==> src/rtl/rnn_fmt_pkg.sv <==
// Fixed-point widths and the sequencer state type shared by the MAC
// datapath and its controller.
package rnn_fmt_pkg;
  localparam int W_WEIGHT = 8;
  localparam int W_ACT    = 16;
  localparam int W_ACC    = 20;
  localparam int FRAC_ACT = 13;

  typedef enum logic [1:0] {S_IDLE, S_ACCUM, S_DRAIN, S_RESULT} mac_state_t;
endpackage

==> src/rtl/adder_16_20_20.sv <==
// Adds a 1_2_13 term into a 1_6_13 accumulator, clamping to the
// accumulator range on overflow.
module adder_16_20_20 (
  input  logic [15:0] a,
  input  logic [19:0] b,
  output logic [19:0] s
);
  logic [20:0] sum;

  assign sum = {{5{a[15]}}, a} + {b[19], b};

  always_comb begin
    case (sum[20:19])
      2'b01:   s = 20'h7FFFF;
      2'b10:   s = 20'h80000;
      default: s = sum[19:0];
    endcase
  end
endmodule

==> src/rtl/multiplier_8_16_16.sv <==
// Signed 1_2_5 x 1_2_13 multiply, truncated into a 1_2_13 result
// (no rounding, no saturation).
module multiplier_8_16_16 (
  input  logic [7:0]  a,
  input  logic [15:0] b,
  output logic [15:0] p
);
  logic [23:0] mul;
  logic        unused_mul_bits;

  assign mul = {{16{a[7]}}, a} * {{8{b[15]}}, b};
  assign p   = {mul[23], mul[19:18], mul[17:5]};
  assign unused_mul_bits = ^{mul[22:20], mul[4:0]};
endmodule

==> src/rtl/rnn_mac_ctrl.sv <==
// Sequencer FSM: operand counting, input/output handshakes and the
// bias-load strobe for the accumulator.
module rnn_mac_ctrl
  import rnn_fmt_pkg::*;
#(
  parameter int MAX_LEN = 64,
  parameter int LEN_W   = $clog2(MAX_LEN + 1)
) (
  input  logic             clk,
  input  logic             rst,
  input  logic             start,
  input  logic [LEN_W-1:0] len,
  input  logic             in_valid,
  input  logic             out_ready,
  output logic             in_ready,
  output logic             out_valid,
  output logic             accept,
  output logic             load_bias,
  output mac_state_t       state_o
);
  mac_state_t       state_q, state_d;
  logic [LEN_W-1:0] cnt_q, cnt_d;

  // Valid/ready: a transfer happens on any rising edge where both are high;
  // ready depends only on state, never on valid.
  assign in_ready  = (state_q == S_ACCUM);
  assign out_valid = (state_q == S_RESULT);
  assign accept    = in_valid & in_ready;
  assign load_bias = (state_q == S_IDLE) & start;
  assign state_o   = state_q;

  always_comb begin
    state_d = state_q;
    cnt_d   = cnt_q;
    case (state_q)
      S_IDLE: begin
        if (start) begin
          cnt_d   = (len > LEN_W'(MAX_LEN)) ? LEN_W'(MAX_LEN) : len;
          state_d = (len == '0) ? S_RESULT : S_ACCUM;
        end
      end
      S_ACCUM: begin
        if (in_valid) begin
          cnt_d = cnt_q - LEN_W'(1);
          if (cnt_q == LEN_W'(1)) state_d = S_DRAIN;
        end
      end
      S_DRAIN:  state_d = S_RESULT;
      S_RESULT: if (out_ready) state_d = S_IDLE;
      default:  state_d = S_IDLE;
    endcase
  end

  always_ff @(posedge clk or posedge rst) begin
    if (rst) begin
      state_q <= S_IDLE;
      cnt_q   <= '0;
    end else begin
      state_q <= state_d;
      cnt_q   <= cnt_d;
    end
  end
endmodule

==> src/rtl/rnn_mac_sequencer.sv <==
// One-neuron pre-activation MAC: bias plus sum of W*X over a streamed
// operand sequence, multiply stage followed by a saturating accumulate.
module rnn_mac_sequencer
  import rnn_fmt_pkg::*;
#(
  parameter int MAX_LEN = 64,
  parameter int LEN_W   = $clog2(MAX_LEN + 1)
) (
  input  logic                CLK,
  input  logic                RST,
  input  logic                START,
  input  logic [LEN_W-1:0]    LEN,
  input  logic [W_ACT-1:0]    BIAS,
  input  logic                IN_VALID,
  output logic                IN_READY,
  input  logic [W_WEIGHT-1:0] W,
  input  logic [W_ACT-1:0]    X,
  output logic                OUT_VALID,
  input  logic                OUT_READY,
  output logic [W_ACC-1:0]    OUT_DATA,
  output logic                BUSY
);
  mac_state_t       state;
  logic             accept;
  logic             load_bias;
  logic [W_ACT-1:0] mul_p;
  logic [W_ACC-1:0] add_s;

  logic [W_ACT-1:0] prod_q, prod_d;
  logic             p_valid_q, p_valid_d;
  logic [W_ACC-1:0] acc_q, acc_d;

  rnn_mac_ctrl #(.MAX_LEN(MAX_LEN), .LEN_W(LEN_W)) u_ctrl (
    .clk       (CLK),
    .rst       (RST),
    .start     (START),
    .len       (LEN),
    .in_valid  (IN_VALID),
    .out_ready (OUT_READY),
    .in_ready  (IN_READY),
    .out_valid (OUT_VALID),
    .accept    (accept),
    .load_bias (load_bias),
    .state_o   (state)
  );

  multiplier_8_16_16 u_mul (.a(W), .b(X), .p(mul_p));
  adder_16_20_20     u_add (.a(prod_q), .b(acc_q), .s(add_s));

  // The accumulate lags the multiply by one cycle; DRAIN exists to absorb it.
  always_comb begin
    prod_d    = accept ? mul_p : prod_q;
    p_valid_d = accept;
    acc_d     = acc_q;
    if (load_bias)      acc_d = {{(W_ACC - W_ACT){BIAS[W_ACT-1]}}, BIAS};
    else if (p_valid_q) acc_d = add_s;
  end

  always_ff @(posedge CLK or posedge RST) begin
    if (RST) begin
      prod_q    <= '0;
      p_valid_q <= 1'b0;
      acc_q     <= '0;
    end else begin
      prod_q    <= prod_d;
      p_valid_q <= p_valid_d;
      acc_q     <= acc_d;
    end
  end

  assign OUT_DATA = acc_q;
  assign BUSY     = (state != S_IDLE);
endmodule

==> config.mk <==
export PLATFORM = sky130hd
export DESIGN_NAME = rnn_mac_sequencer
export DESIGN_NICKNAME = d
export VERILOG_FILES = /design/src/rtl/rnn_fmt_pkg.sv /design/src/rtl/adder_16_20_20.sv /design/src/rtl/multiplier_8_16_16.sv /design/src/rtl/rnn_mac_ctrl.sv /design/src/rtl/rnn_mac_sequencer.sv
export SDC_FILE = /design/constraint.sdc
export NUM_CORES = 1
export LEC_CHECK = 0
export BUFFER_PORTS_ARGS = -buffer_cell sky130_fd_sc_hd__buf_4
export CAP_MARGIN = 0
export CORE_MARGIN = 3
export CORE_UTILIZATION = 45
export DETAILED_ROUTE_END_ITERATION = 12
export PLACE_DENSITY_LB_ADDON = 0.25
export RECOVER_POWER = 100
export SYNTH_ARGS = -nofsm -noshare
export SYNTH_HDL_FRONTEND = slang
export SYNTH_HIERARCHICAL = 1
export SYNTH_SLANG_ARGS = --single-unit
==> constraint.sdc <==
create_clock -name CLK -period 3.5 [get_ports CLK]
set_input_delay 0.7 -clock CLK [delete_from_list [all_inputs] [get_ports CLK]]
set_output_delay 0.7 -clock CLK [all_outputs]
set_load 0.01 [all_outputs]
==> summary.md <==
| Metric | Value |
|---|---|
| Status | complete, but fails checks |
| Failing checks | capacitance limit, slew limit, setup timing |
| Setup-failing EPs final | 15 |
| Worst IR Drop VDD | 627 uV |
| FP Rows | 47 |
| Largest net degree at the start of global routing | 38 |
| CP bufs+invs | 3 |
| Crit-path max cell delay | 0.53 ns |
| CTS tree | yes |
| RePlAce Congestion | 0.865 |
| Share of cells above drive strength 1 | 28.8% |
| Max-Cap Viols | 1 |
| # fillers | 1,505 |
| WL final | 18.1 mm |
| Most common cell in the netlist | inv_1 |
| Gr ovfl total | 0 |
| Die H | 139 um |
| Number of CTS-inserted buffers | 5 |
| Crit path max fanout | 6 |
| Synthesized area | 7910 um2 |
| Via count | 6,502 |
| Initial Utilization | 46.9% |
| Crit path max-delay cell type | fa_1 |
| Combinational share of power | 85.0% |
| Total Routing Usage GR | 19.7% |
| Yosys reg bits | 46 |
| P per Cell Area | 1070 nW/um2 |
| Hold Fails Final Rpt | 0 |
| Placed cells | 1,237 |
| Met3 usage | 2.10% |
| Clock transition at the registers of the reported paths | 0.06 ns |
| CP Data Required Time | 3.68 ns |
| Met2 Use GR | 35.3% |
| DR DRC count | 0 |
| Final Critical Period | 4.49 ns |
| Count of cell types in the netlist | 69 |
| Critical path cell sequence | bufbuf_16 -> and2_4 -> fa_1 -> fa_1 -> fa_1 -> inv_1 -> fa_1 -> inv_2 -> ha_4 -> a21o_1 -> o2111a_2 -> o211ai_4 -> o211ai_1 -> xnor2_1 -> mux2_4 |
| Area share of the largest cell type after synthesis | 26.1% |
| Switch Pwr | 5.09 mW |
| Die width | 139 um |
| Slew Viols, Final | 38 |
| Clock share of power | 5.0% |
| Place WS | -1.42 ns |
| Ys async rst share | 100% |
| Most Crowded Layer GR | met2 |
| Vias/cell | 5.18 |
| Clock root cell | clkbuf_16 |
| EDFF count, synth | 0 |
| Drt first pass iters | 4 |
| Worst skew pair latency | 0.29 ns |
| Measured slew at the worst slew-check pin | 2.14 ns |
| F_max | 0.222 GHz |
| Yosys warns | 6 |
| First-pass GRT wire length | 32.2 mm |
| Max Buffers Root-to-Sink | 2 |
| Seq pwr share | 10.0% |
| Post-route clock period utilization | 128% |
| Seq/Total Area, Yosys | 14.6% |
| Final worst slack | -0.995 ns |
| Die ar. | 19,200 um2 |
| Area delta synth->final | 27.6% |
| Power Total | 10.8 mW |
| Top post-synthesis cells by area | fa_1 26%, dfrtp_1 15%, ha_1 11%, inv_1 7.5%, and2_1 7.0% |
| Num ports | 75 |
| Post-Layout Cell Count | 1,255 |
| Crit-path leading delay family | adder cells |
| Clock Skew | 0.00459 ns |
| CP startpoint kind | primary input |
| Number of global-route vias before repair | 6,929 |
| Initial antenna violation count | 0 |
| Int Power | 5.74 mW |
| Final ANT Viol Nets | 0 |
| Post-synth top cells | 157 x inv_1, 103 x fa_1, 88 x and2_1 |
| Crit Path Category | in -> reg |
| Hpwl dp | 14.4 mm |
| H-tree levels | 2 |
| Synth Net Count | 1,104 |
| Drt wl/cell | 14.4 um |
| Mean Syn Cell Area | 9.02 um2 |
| Nets | 1,261 |
| Crit end category | register |
| Hold Crit Class | in -> async |
| CP Data Arrival Time | 4.67 ns |
| Synth Instances | 877 |
| FF-to-FF setup slack | 0.02 ns |
| Main synth FF type | dfrtp_1 |
| Port Buffer Count | 74 |
| Cell mode on critical path | fa_1 |
| Final TNS setup | -11.26 ns |
| Core area | 16,900 um2 |
| Worst hold slack | 0.400 ns |
| N_diodes | 0 |
| LEAKAGE | 4.84 nW |
| Routing usage on met1 | 26.1% |
| Sw Ratio | 47.0% |
| Slew HR | -42.8% |
| RSZ-0062 raised after global routing | true |
| Synth area leader | fa_1 |
| Initial drt markers | 292 |
| # clock sinks | 46 |
## cells in the final DEF (no fill, tap or decap), types with 21 or more instances in the layout
cell type,n
ha_1,53
nor2_1,29
fa_1,96
nand2_1,58
dfrtp_1,46
inv_1,141
clkbuf_1,24
xnor2_1,21
a21oi_1,21
and2_1,73
buf_4,127
o21ai_0,42
## power by group through the flow
stage                     Sequential (mW)  Clock (mW)  Combinational, mW
final                                1.08       0.545               9.20
after global routing                 1.13       0.585               10.3
after CTS                            1.09       0.559               8.93
after detailed placement             1.10           0               8.52
after global placement               1.10           0               8.38
after floorplan                      1.06           0               6.21
## sequential cells by signal, indices dropped and copies added, names as in the netlist
signal,count
OUT_DATA,20
p_valid_q,1
prod_q,16
u_ctrl/cnt_q,7
u_ctrl/state_o,2
## final cells by class
type / count / area [um2] / share of cell area [%]
timing repair inverter: 1 / 7.51 / 0.0744
tap: 220 / 275 / 2.73
inverter: 157 / 593 / 5.88
timing repair buffer: 171 / 1310 / 12.9
sequential: 46 / 1150 / 11.4
multi-input combinational: 652 / 6600 / 65.4
clock inverter: 3 / 40.0 / 0.397
clock buffer: 5 / 125 / 1.24
## through the flow
step	area [um2]	utilization [%]
2_1_floorplan	8300	-
3_3_place_gp	9580	56.8
3_5_place_dp	9580	56.8
4_1_cts	10000	59.4
5_1_grt	10100	59.8
6_report	10100	59.8
## kinds of logic after synthesis
group / Yosys count / share of synthesized area (%)
xor+xnor: 34 / 3.76
buf+inv: 179 / 8.94
simple gates: 256 / 17.1
flops: 46 / 14.6
fa+ha+maj: 175 / 37.5
compound gates: 142 / 11.9
mux: 45 / 6.30
## layer usage
metal | up-vias | share of wire (%)
li1 | 3157 | -
met1 | 3228 | 44
met2 | 97 | 52
met3 | 20 | 2.5
met4 | 0 | 1.3
met5 | - | 0
## timing repair
action / CTS / global route
hold buffers: 0 / 0
buffers inserted: 4 / 5
gates cloned: 2 / 0
endpoints found under the setup margin: 19 / 21
gates resized for setup: 56 / 39
endpoints found under the hold margin: 0 / 0
pin swaps: 44 / 27
## final timing paths
path                                       start                          end  cells after the start
max                                         W[2]       prod_q[15]$_DFFE_PP0P_                     15
min                                          RST  u_ctrl/cnt_q[6]$_DFFE_PP0P_                      2
max reg2reg                prod_q[0]$_DFFE_PP0P_     OUT_DATA[15]$_DFFE_PP0P_                     14
min reg2reg                prod_q[9]$_DFFE_PP0P_        prod_q[9]$_DFFE_PP0P_                      1
max in group asynchronous                    RST     OUT_DATA[19]$_DFFE_PP0P_                      3
min in group CLK           prod_q[9]$_DFFE_PP0P_        prod_q[9]$_DFFE_PP0P_                      1
(Power assumes the default switching activity.)
